<file path="config.mk">
export PLATFORM = sky130hd
export DESIGN_NAME = calc_entry_fsm
export DESIGN_NICKNAME = d
export VERILOG_FILES = /design/src/rtl/calc_pkg.sv /design/src/rtl/bcd_entry_reg.sv /design/src/rtl/calc_entry_fsm.sv
export SDC_FILE = /design/constraint.sdc
export NUM_CORES = 1
export LEC_CHECK = 0
export CORE_UTILIZATION = 30
export DETAILED_ROUTE_END_ITERATION = 10
export DONT_BUFFER_PORTS = 1
export HOLD_SLACK_MARGIN = 0.15
export PLACE_DENSITY = 0.49
export RECOVER_POWER = 50
export SYNTH_ARGS = -nofsm -noshare
export SYNTH_HDL_FRONTEND = slang
export SYNTH_SLANG_ARGS = --single-unit
</file>
<file path="constraint.sdc">
create_clock -name i_clk -period 2.4 [get_ports i_clk]
set_clock_uncertainty 0.15 [all_clocks]
set_input_delay 0.12 -clock i_clk [delete_from_list [all_inputs] [get_ports i_clk]]
set_output_delay 0.12 -clock i_clk [all_outputs]
set_load 0.005 [all_outputs]
</file>
<file path="src/rtl/calc_pkg.sv">
// Shared definitions for the calculator entry core:
// state codes, operator codes and key decoding.
package calc_pkg;

    typedef enum logic [2:0] {
        S_NUM1   = 3'd0,
        S_OP     = 3'd1,
        S_NUM2   = 3'd2,
        S_CALC   = 3'd3,
        S_RESULT = 3'd4,
        S_ERR    = 3'd5
    } state_t;

    localparam logic [1:0] OP_ADD = 2'd0;
    localparam logic [1:0] OP_SUB = 2'd1;
    localparam logic [1:0] OP_MUL = 2'd2;
    localparam logic [1:0] OP_DIV = 2'd3;

    localparam logic [3:0] BCD_ERR_NIBBLE = 4'hE;

    typedef struct packed {
        logic clr;
        logic eq;
        logic op;
        logic num;
    } key_t;

    // One-hot key class with clr > eq > op > num priority; illegal digits dropped.
    function automatic key_t decode_key(
        input logic       v,
        input logic       n,
        input logic       o,
        input logic       e,
        input logic       c,
        input logic [3:0] d
    );
        key_t k;
        k.clr = v & c;
        k.eq  = v & ~c & e;
        k.op  = v & ~c & ~e & o;
        k.num = v & ~c & ~e & ~o & n & (d <= 4'd9);
        return k;
    endfunction

endpackage

</file>
<file path="src/rtl/bcd_entry_reg.sv">
// Shift-in BCD operand register with a saturating digit
// counter plus clear, load and start-with-digit controls.
module bcd_entry_reg #(
    parameter int N_DIGITS = 4
) (
    input  logic                  i_clk,
    input  logic                  i_rst,
    input  logic                  i_clr,
    input  logic                  i_load,
    input  logic [4*N_DIGITS-1:0] i_load_val,
    input  logic                  i_start,
    input  logic                  i_shift,
    input  logic [3:0]            i_digit,
    output logic [4*N_DIGITS-1:0] o_val,
    output logic [4*N_DIGITS-1:0] o_next
);

    localparam int W  = 4 * N_DIGITS;
    localparam int CW = $clog2(N_DIGITS + 1);
    localparam logic [CW-1:0] FULL = CW'(N_DIGITS);

    logic [W-1:0]  r_val;
    logic [W-1:0]  w_val;
    logic [CW-1:0] r_cnt;
    logic [CW-1:0] w_cnt;
    logic          w_lead_zero;

    // A zero typed into an empty register changes nothing.
    assign w_lead_zero = (r_cnt == '0) && (i_digit == 4'd0);

    always_comb begin
        w_val = r_val;
        w_cnt = r_cnt;
        if (i_clr) begin
            w_val = '0;
            w_cnt = '0;
        end else if (i_load) begin
            w_val = i_load_val;
            w_cnt = FULL;
        end else if (i_start) begin
            w_val = W'(i_digit);
            w_cnt = (i_digit != 4'd0) ? CW'(1) : '0;
        end else if (i_shift && (r_cnt != FULL) && !w_lead_zero) begin
            w_val = W'({r_val, i_digit});
            w_cnt = r_cnt + 1'b1;
        end
    end

    always_ff @(posedge i_clk) begin
        if (i_rst) begin
            r_val <= '0;
            r_cnt <= '0;
        end else begin
            r_val <= w_val;
            r_cnt <= w_cnt;
        end
    end

    assign o_val  = r_val;
    assign o_next = w_val;

endmodule

</file>
<file path="src/rtl/calc_entry_fsm.sv">
// Calculator control core: keypad events to BCD operands,
// operator, ALU request/ack handshake and display selection.
module calc_entry_fsm
    import calc_pkg::*;
#(
    parameter int N_DIGITS    = 4,
    parameter int OP_W        = 2,
    parameter int ALU_TIMEOUT = 255
) (
    input  logic                  i_clk,
    input  logic                  i_rst,
    input  logic                  i_key_valid,
    input  logic                  i_is_num,
    input  logic                  i_is_op,
    input  logic                  i_is_eq,
    input  logic                  i_is_clr,
    input  logic [3:0]            i_num_val,
    input  logic [OP_W-1:0]       i_op_val,
    output logic                  o_alu_start,
    input  logic                  i_alu_done,
    input  logic                  i_alu_err,
    input  logic [4*N_DIGITS-1:0] i_alu_result,
    output logic [4*N_DIGITS-1:0] o_num1_bcd,
    output logic [4*N_DIGITS-1:0] o_num2_bcd,
    output logic [OP_W-1:0]       o_operation,
    output logic [4*N_DIGITS-1:0] o_result_bcd,
    output logic [4*N_DIGITS-1:0] o_show_bcd,
    output logic                  o_disp_update,
    output logic [2:0]            o_curr_state
);

    localparam int W  = 4 * N_DIGITS;
    localparam int TW = $clog2(ALU_TIMEOUT + 1);
    localparam logic [TW-1:0] TO_LAST = TW'(ALU_TIMEOUT - 1);
    localparam logic [W-1:0]  ERR_SHOW = {N_DIGITS{BCD_ERR_NIBBLE}};

    state_t          r_state;
    state_t          w_next;
    key_t            w_key;
    logic [TW-1:0]   r_tmo;
    logic            w_tmo_hit;

    logic [OP_W-1:0] r_op;
    logic [W-1:0]    r_res;
    logic [W-1:0]    r_show;
    logic            r_disp;
    logic            r_start;

    logic            w_n1_clr;
    logic            w_n1_load;
    logic            w_n1_start;
    logic            w_n1_shift;
    logic            w_n2_clr;
    logic            w_n2_start;
    logic            w_n2_shift;
    logic            w_op_ld;
    logic            w_op_clr;
    logic            w_res_ld;
    logic            w_res_clr;
    logic            w_start;
    logic            w_accept;

    logic [W-1:0]    w_n1_val;
    logic [W-1:0]    w_n1_next;
    logic [W-1:0]    w_n2_val;
    logic [W-1:0]    w_n2_next;
    logic [W-1:0]    w_res_next;
    logic [W-1:0]    w_show;

    assign w_key = decode_key(i_key_valid, i_is_num, i_is_op,
                              i_is_eq, i_is_clr, i_num_val);

    assign w_tmo_hit = (r_tmo == TO_LAST);

    always_ff @(posedge i_clk) begin
        if (i_rst) begin
            r_state <= S_NUM1;
        end else begin
            r_state <= w_next;
        end
    end

    always_comb begin
        w_next = r_state;
        if (w_key.clr) begin
            w_next = S_NUM1;
        end else begin
            case (r_state)
                S_NUM1:   if (w_key.op) w_next = S_OP;
                S_OP:     if (w_key.num) w_next = S_NUM2;
                S_NUM2:   if (w_key.eq) w_next = S_CALC;
                S_CALC: begin
                    if (i_alu_done) begin
                        w_next = i_alu_err ? S_ERR : S_RESULT;
                    end else if (w_tmo_hit) begin
                        w_next = S_ERR;
                    end
                end
                S_RESULT: begin
                    if (w_key.op) begin
                        w_next = S_OP;
                    end else if (w_key.num) begin
                        w_next = S_NUM1;
                    end
                end
                S_ERR:    w_next = S_ERR;
                default:  w_next = S_NUM1;
            endcase
        end
    end

    always_comb begin
        w_n1_clr   = 1'b0;
        w_n1_load  = 1'b0;
        w_n1_start = 1'b0;
        w_n1_shift = 1'b0;
        w_n2_clr   = 1'b0;
        w_n2_start = 1'b0;
        w_n2_shift = 1'b0;
        w_op_ld    = 1'b0;
        w_op_clr   = 1'b0;
        w_res_ld   = 1'b0;
        w_res_clr  = 1'b0;
        w_start    = 1'b0;
        w_accept   = 1'b0;
        if (w_key.clr) begin
            w_n1_clr  = 1'b1;
            w_n2_clr  = 1'b1;
            w_op_clr  = 1'b1;
            w_res_clr = 1'b1;
            w_accept  = 1'b1;
        end else begin
            case (r_state)
                S_NUM1: begin
                    w_op_ld    = w_key.op;
                    w_n1_shift = w_key.num;
                    w_accept   = w_key.op | w_key.num;
                end
                S_OP: begin
                    w_op_ld    = w_key.op;
                    w_n2_start = w_key.num;
                    w_accept   = w_key.op | w_key.num;
                end
                S_NUM2: begin
                    w_start    = w_key.eq;
                    w_n2_shift = w_key.num;
                    w_accept   = w_key.eq | w_key.num;
                end
                S_CALC: begin
                    w_res_ld = i_alu_done;
                end
                S_RESULT: begin
                    // Chaining reuses the result as the new first operand.
                    w_n1_load  = w_key.op;
                    w_op_ld    = w_key.op;
                    w_n1_start = w_key.num;
                    w_res_clr  = w_key.num;
                    w_n2_clr   = w_key.op | w_key.num;
                    w_accept   = w_key.op | w_key.num;
                end
                default: begin
                    w_accept = 1'b0;
                end
            endcase
        end
    end

    always_comb begin
        w_res_next = r_res;
        if (w_res_clr) begin
            w_res_next = '0;
        end else if (w_res_ld) begin
            w_res_next = i_alu_result;
        end
    end

    always_comb begin
        w_show = '0;
        case (w_next)
            S_NUM1, S_OP:   w_show = w_n1_next;
            S_NUM2, S_CALC: w_show = w_n2_next;
            S_RESULT:       w_show = w_res_next;
            S_ERR:          w_show = ERR_SHOW;
            default:        w_show = '0;
        endcase
    end

    bcd_entry_reg #(.N_DIGITS(N_DIGITS)) u_num1 (
        .i_clk      (i_clk),
        .i_rst      (i_rst),
        .i_clr      (w_n1_clr),
        .i_load     (w_n1_load),
        .i_load_val (r_res),
        .i_start    (w_n1_start),
        .i_shift    (w_n1_shift),
        .i_digit    (i_num_val),
        .o_val      (w_n1_val),
        .o_next     (w_n1_next)
    );

    bcd_entry_reg #(.N_DIGITS(N_DIGITS)) u_num2 (
        .i_clk      (i_clk),
        .i_rst      (i_rst),
        .i_clr      (w_n2_clr),
        .i_load     (1'b0),
        .i_load_val ('0),
        .i_start    (w_n2_start),
        .i_shift    (w_n2_shift),
        .i_digit    (i_num_val),
        .o_val      (w_n2_val),
        .o_next     (w_n2_next)
    );

    always_ff @(posedge i_clk) begin
        if (i_rst) begin
            r_op    <= '0;
            r_res   <= '0;
            r_show  <= '0;
            r_disp  <= 1'b0;
            r_start <= 1'b0;
            r_tmo   <= '0;
        end else begin
            if (w_op_clr) begin
                r_op <= '0;
            end else if (w_op_ld) begin
                r_op <= i_op_val;
            end
            r_res   <= w_res_next;
            r_show  <= w_show;
            r_disp  <= w_accept | (w_next != r_state);
            r_start <= w_start;
            // Counts cycles spent waiting; zero on entry to S_CALC.
            if ((r_state == S_CALC) && (w_next == S_CALC)) begin
                r_tmo <= r_tmo + 1'b1;
            end else begin
                r_tmo <= '0;
            end
        end
    end

    assign o_alu_start   = r_start;
    assign o_num1_bcd    = w_n1_val;
    assign o_num2_bcd    = w_n2_val;
    assign o_operation   = r_op;
    assign o_result_bcd  = r_res;
    assign o_show_bcd    = r_show;
    assign o_disp_update = r_disp;
    assign o_curr_state  = r_state;

endmodule

</file>
==> results of run 1 <==
-- cells by family (layout without fill, tap and decap cells) --
kind of cell               after synthesis  in the layout  share of synthesized area (%)
and+or+nand+nor                        184            184                           23.7
xor gates and xnor gates                 9              9                           1.91
DFF                                     85             85                           41.2
muxes                                   39             39                           9.68
buffers and inverters                   36            114                           4.88
adders and majority gates                6              6                           1.82
AOI/OAI and AO/OA                       96             96                           16.7
-- power by group through the flow --
stage          Sequential (W)  Combinational, W  Clock [W]
2_1_floorplan         0.00145         0.0000811          0
3_3_place_gp          0.00145          0.000124          0
3_5_place_dp          0.00145          0.000123          0
4_1_cts               0.00142          0.000184    0.00159
5_1_grt               0.00142          0.000210    0.00164
6_report              0.00142          0.000196    0.00156
-- layer usage --
layer / vias up / wire length (µm) / GRT usage, %
met5: - / 0 / 0
met4: 0 / 254 / 7.28
met1: 1787 / 6160 / 25.4
li1: 1760 / - / -
met3: 17 / 1170 / 6.85
met2: 114 / 6190 / 31.1
-- sequential cells by signal, indices dropped and copies added, names as in the netlist --
signal         count
o_operation        2
o_curr_state       3
o_disp_update      1
o_show_bcd        16
o_alu_start        1
u_num1.o_val      16
u_num2.r_cnt       3
o_result_bcd      16
u_num1.r_cnt       3
u_num2.o_val      16
r_tmo              8
-- worst register-to-register path, cell delays in order, from the launching register on --
cell	delay (ns)
dfxtp_2	0.40
buf_4	0.20
nor4b_4	0.35
and3_1	0.25
a31o_2	0.21
mux2i_1	0.27
nor2_1	0.08
a221o_1	0.27
-- worst paths after layout --
path / start / end / slack, ns / depth (start not counted)
max: o_curr_state[1] / o_show_bcd[2] / 0.08 / 7
min: i_num_val[3] / u_num2.o_val[3] / 0.16 / 3
max reg2reg: o_curr_state[1] / o_show_bcd[2] / 0.08 / 7
min reg2reg: u_num1.r_cnt[0] / u_num1.r_cnt[0] / 0.32 / 1
-- placed cells by master, fill, tap and decap left out, drive strengths merged, types with 4 or more instances in the layout --
cell	n
a21oi	14
a221o	4
a31oi	10
and2	18
and3	6
buf	41
clkbuf	10
dfxtp	85
dlygate4sd3	42
ha	6
inv	15
mux2	4
mux2i	35
nand2	31
nand2b	13
nand3	17
nor2	67
nor3	6
nor3b	5
o211ai	9
o21ai	28
xor2	6
-- stage by stage --
| stage | hold slack (ns) | setup WS (ns) | util [%] | cell area (µm²) | setup TNS, ns |
|---|---|---|---|---|---|
| floorplan | 0.114 | 0.139 | - | 4130 | 0 |
| global placement | 0.0449 | 0.0448 | 33.6 | 4490 | 0 |
| detailed placement | 0.0491 | 0.0248 | 33.6 | 4490 | 0 |
| CTS | 0.157 | 0.0112 | 39.3 | 5250 | 0 |
| global route | 0.211 | -0.00978 | 40.4 | 5390 | -0.0226 |
| finish | 0.156 | 0.0784 | 40.4 | 5390 | 0 |
-- layout make-up --
class                   count  area, µm²
fillers                  1372       7960
multi-input cells         334       2290
flip-flops and latches     85       1710
repair buffers             85        795
clock buffers              10        239
well taps                 176        220
clock inverters             6       93.8
inverters                  13       48.8
-- timing repair --
action                                  CTS  global route
endpoints found under the hold margin    63             1
endpoints found under the setup margin    0            46
gates resized for setup                   0            21
buffers inserted                          0             5
hold buffers                             43             1
==> flow_summary_export.csv, run 1 <==
group,metric,value,unit
cells_and_area,diodes,0,
placement,port_buffers,0,
pwr,p_switching,0.000715,W
placement,numPlacedInstances,644,
global_routing,grt_first_pass_wirelength,21500,µm
setup_path,critPathSlowestCell,"dfxtp_2",
route,ant_nets,0,
pwr,switching_share,22.5,%
floorplanning,initial_utilization,30.9,%
pwr,internal_power,0.00246,W
timing,period_share,96.7,%
placement,place_congestion,0.906,
floorplanning,die_h,119,µm
cts,cts_buffers,9,
yosys,post-synth-top-count-cell,"dfxtp_1",
flow_run,drv_cap,0,
cts,cts_root_buf,"clkbuf_16",
floorplanning,die_w,119,µm
timing,worst_slew_pin_slew,0.832,ns
setup_path,endpoint_kind,"flop",
global_routing,grt_overflow,0,
yosys,synth_area_per_cell,9.07,µm²
route,drtIter0Drc,265,
route,drcViolationCount,0,
route,wirelength,13800,µm
setup_path,critPathArrivalTime,2.39,ns
cts,htreeDepth,3,
yosys,ys_seq_elements,85,
setup_path,required,2.47,ns
setup_path,path_delay_family,"simple AND/OR/NAND/NOR gates",
yosys,yosysSeqAreaShare,41.2,%
timing,finalHoldViolCount,0,
yosys,synth-edff-count,0,
floorplanning,core,13300,µm²
route,viasPerCell,5.19,
yosys,async_reset_ff_share,0,%
yosys,yosysTopAreaCell,"dfxtp_1",
cells_and_area,final_nets,565,
cells_and_area,drive_above_1_share,17.3,%
pwr,power,0.00317,W
setup_path,crit_chain,"buf_4 > nor4b_4 > and3_1 > a31o_2 > mux2i_1 > nor2_1 > a221o_1",
global_routing,grt_pass1_vias,3638,
cts,cts_tree,"built",
yosys,syn-num-nets,492,
yosys,yosys_warnings,0,
setup_path,max_stage_delay,0.40,ns
yosys,syn_area,4130,µm²
route,wl_per_cell,19.4,µm
yosys,synth_top_area_share,41.2,%
route,first_pass_iters,4,
floorplanning,row_count,42,
yosys,synth_area_leaders,"dfxtp_1 41%, mux2i_1 8.5%, nor2_1 6.0%",
pwr,clkPwrFrac,49.2,%
cells_and_area,fin_cells,709,
setup_path,crit_fanout,8,
setup_path,path_class,"reg -> reg",
timing,drv_slew,0,
pwr,power_per_cell_area,589,nW/µm²
timing,fmax,431,MHz
pwr,p_leak,2.11,nW
cts,clockBufferDepth,2,
global_routing,grt_start_max_net_pins,19,
yosys,ys.flop_type,"dfxtp_1",
hold_path,min_path_type,"in -> reg",
floorplanning,dieArea,14200,µm²
outcome,status,"finished clean",
cts,clkLatencyLatePin,0.35,ns
route,vias,3678,
yosys,synth_cell_type_count,68,
setup_path,cp-start-kind,"flop",
yosys,postSynthCellCount,455,
timing,setup_viol,0,
floorplanning,io_pins,102,
global_routing,antenna_found_initial,0,
pwr,ir_drop,0.307,mV
cts,clk_pin_slew_worst_paths,0.06,ns
placement,hpwl,10300,µm
timing,min_period,2.32,ns
cells_and_area,synthToLayoutAreaGrowth,30.7,%
yosys,synthTopCellsByCount,"85 x dfxtp_1, 66 x nor2_1, 35 x mux2i_1, 31 x nand2_1, 25 x o21ai_0",
global_routing,grt.total_usage,20.0,%
pwr,pwr-share-seq,44.6,%
cts,cts.sinks,85,
pwr,p_comb_share,6.2,%
timing,slew_headroom,44.3,%
setup_path,critical_path_buf_inv_count,1,
(Power assumes the default switching activity.)
==> run 2: changes to the inputs <==
Settings changed: CTS_BUF_LIST set to sky130_fd_sc_hd__clkbuf_2.
==> flow_summary_export.csv, run 2 (same netlist as run 1, synthesis figures left out) <==
group,metric,value,unit
outcome,status,"finished clean",
timing,slew_headroom,45.6,%
cells_and_area,design_area,5240,µm²
cts,cts_buffers,9,
setup_path,crit_chain,"or4b_1 > a311oi_2 > o22ai_2 > buf_4 > nand2_1 > inv_1 > a221o_1",
cells_and_area,multi_input_area,2240,µm²
cells_and_area,mostFrequentLayoutCell,"dfxtp_1",
cells_and_area,diodes,0,
setup_path,critPathArrivalTime,2.64,ns
timing,finalHoldViolCount,0,
pwr,clkPwrFrac,35.2,%
placement,numPlacedInstances,644,
cts,clkLatencyLatePin,0.58,ns
cells_and_area,regArea,1710,µm²
cells_and_area,fill_cells,1398,
global_routing,grt_first_pass_wirelength,21300,µm
global_routing,antenna_found_initial,0,
cts,cts_root_buf,"clkbuf_2",
floorplanning,die_w,119,µm
timing,setup_viol,0,
placement,port_buffers,0,
cells_and_area,finish.utilization,39.2,%
setup_path,crit_fanout,12,
floorplanning,core,13300,µm²
global_routing,grt_pass1_vias,3644,
route,viasPerCell,5.10,
pwr,p_comb_share,8.6,%
timing,min_period,2.34,ns
setup_path,path_class,"reg -> reg",
setup_path,critPathSlowestCell,"or4b_1",
timing,drv_slew,0,
pwr,power_per_cell_area,483,nW/µm²
cts,clockBufferDepth,2,
cells_and_area,synthToLayoutAreaGrowth,27.0,%
cells_and_area,fin_cells,718,
placement,place_congestion,0.906,
pwr,p_switching,0.000652,W
route,ant_nets,0,
placement,hpwl,10300,µm
pwr,pwr-share-seq,56.2,%
global_routing,grt_overflow,0,
cts,cts_tree,"built",
floorplanning,dieArea,14200,µm²
setup_path,cp-start-kind,"flop",
floorplanning,row_count,42,
timing,period_share,97.3,%
route,wirelength,13700,µm
setup_path,required,2.71,ns
cts,clk_pin_slew_worst_paths,0.24,ns
placement,place_area,4490,µm²
route,drtIter0Drc,229,
floorplanning,die_h,119,µm
timing,fmax,428,MHz
floorplanning,initial_utilization,30.9,%
pwr,switching_share,25.8,%
hold_path,min_path_type,"in -> reg",
global_routing,grt.total_usage,19.8,%
route,first_pass_iters,4,
route,vias,3663,
setup_path,endpoint_kind,"flop",
cells_and_area,final_nets,574,
cts,htreeDepth,3,
setup_path,max_stage_delay,0.52,ns
cells_and_area,drive_above_1_share,15.3,%
route,drcViolationCount,0,
flow_run,drv_cap,0,
timing,worst_slew_pin_slew,0.813,ns
route,wl_per_cell,19.1,µm
cts,cts.sinks,85,
cells_and_area,final_cell_mix,"81 x dfxtp_1, 66 x nor2_1, 51 x dlygate4sd3_1, 37 x buf_4, 35 x mux2i_1",
pwr,internal_power,0.00188,W
timing,rsz0062_at_grt,"yes",
pwr,p_leak,2.06,nW
floorplanning,io_pins,102,
pwr,ir_drop,0.264,mV
global_routing,grt_start_max_net_pins,19,
==> run 2: area by class of cell <==
cell class                      instances  share of cell area [%]
Clock buffer                            9                   0.860
Clock inverter                          7                    1.86
Inverter                               13                   0.931
Multi-Input combinational cell        334                    42.8
Sequential cell                        85                    32.6
Tap cell                              176                    4.20
Timing Repair Buffer                   94                    16.8
==> run 2: layer usage <==
metal / track usage (%) / vias up / share of wire [%]
met5: 0 / - / 0
met4: 6.88 / 0 / 1.7
met3: 6.27 / 18 / 8.0
met2: 31.2 / 119 / 45
met1: 25.3 / 1750 / 45
li1: - / 1776 / -
==> run 2: per-stage QoR <==
step	hold WS (ns)	power [W]	setup TNS, ns	setup slack [ns]
3_3_place_gp	0.0449	0.00157	0	0.0448
2_1_floorplan	0.114	0.00153	0	0.139
4_1_cts	0.170	0.00255	0	0.00735
5_1_grt	0.181	0.00262	-0.0470	-0.0294
6_report	0.117	0.00253	0	0.0639
3_5_place_dp	0.0491	0.00157	0	0.0248
==> run 2: critical path, delay by kind of cell (launching register included) <==
kind | cells | cell delay (ns)
flip-flops | 1 | 0.40
AO/OA/AOI/OAI | 3 | 0.77
AND/OR/NAND/NOR | 2 | 0.60
buffers and inverters | 2 | 0.31
==> run 2: what timing repair did <==
action                                  4_1_cts  5_1_grt
cloned                                        0        0
gates resized for setup                       1       12
endpoints found under the setup margin        3       41
endpoints found under the hold margin        85        5
buffers inserted                              0        3
pin swaps                                     0        3
hold buffers                                 52        3
==> run 2: power groups by stage <==
stage / clock [W] / sequential [W] / combinational, W
2_1_floorplan: 0 / 0.00145 / 0.0000811
3_3_place_gp: 0 / 0.00145 / 0.000124
3_5_place_dp: 0 / 0.00145 / 0.000123
4_1_cts: 0.000916 / 0.00142 / 0.000207
5_1_grt: 0.000958 / 0.00142 / 0.000234
6_report: 0.000891 / 0.00142 / 0.000219
==> run 2: worst paths after layout <==
path / depth (start not counted) / endpoint / slack (ns) / start
hold reg to reg: 2 / u_num1.r_cnt[1] / 0.38 / u_num1.r_cnt[1]
hold / removal: 4 / u_num2.r_cnt[0] / 0.12 / i_num_val[2]
setup / recovery: 7 / o_show_bcd[2] / 0.06 / o_curr_state[0]
setup reg to reg: 7 / o_show_bcd[2] / 0.06 / o_curr_state[0]
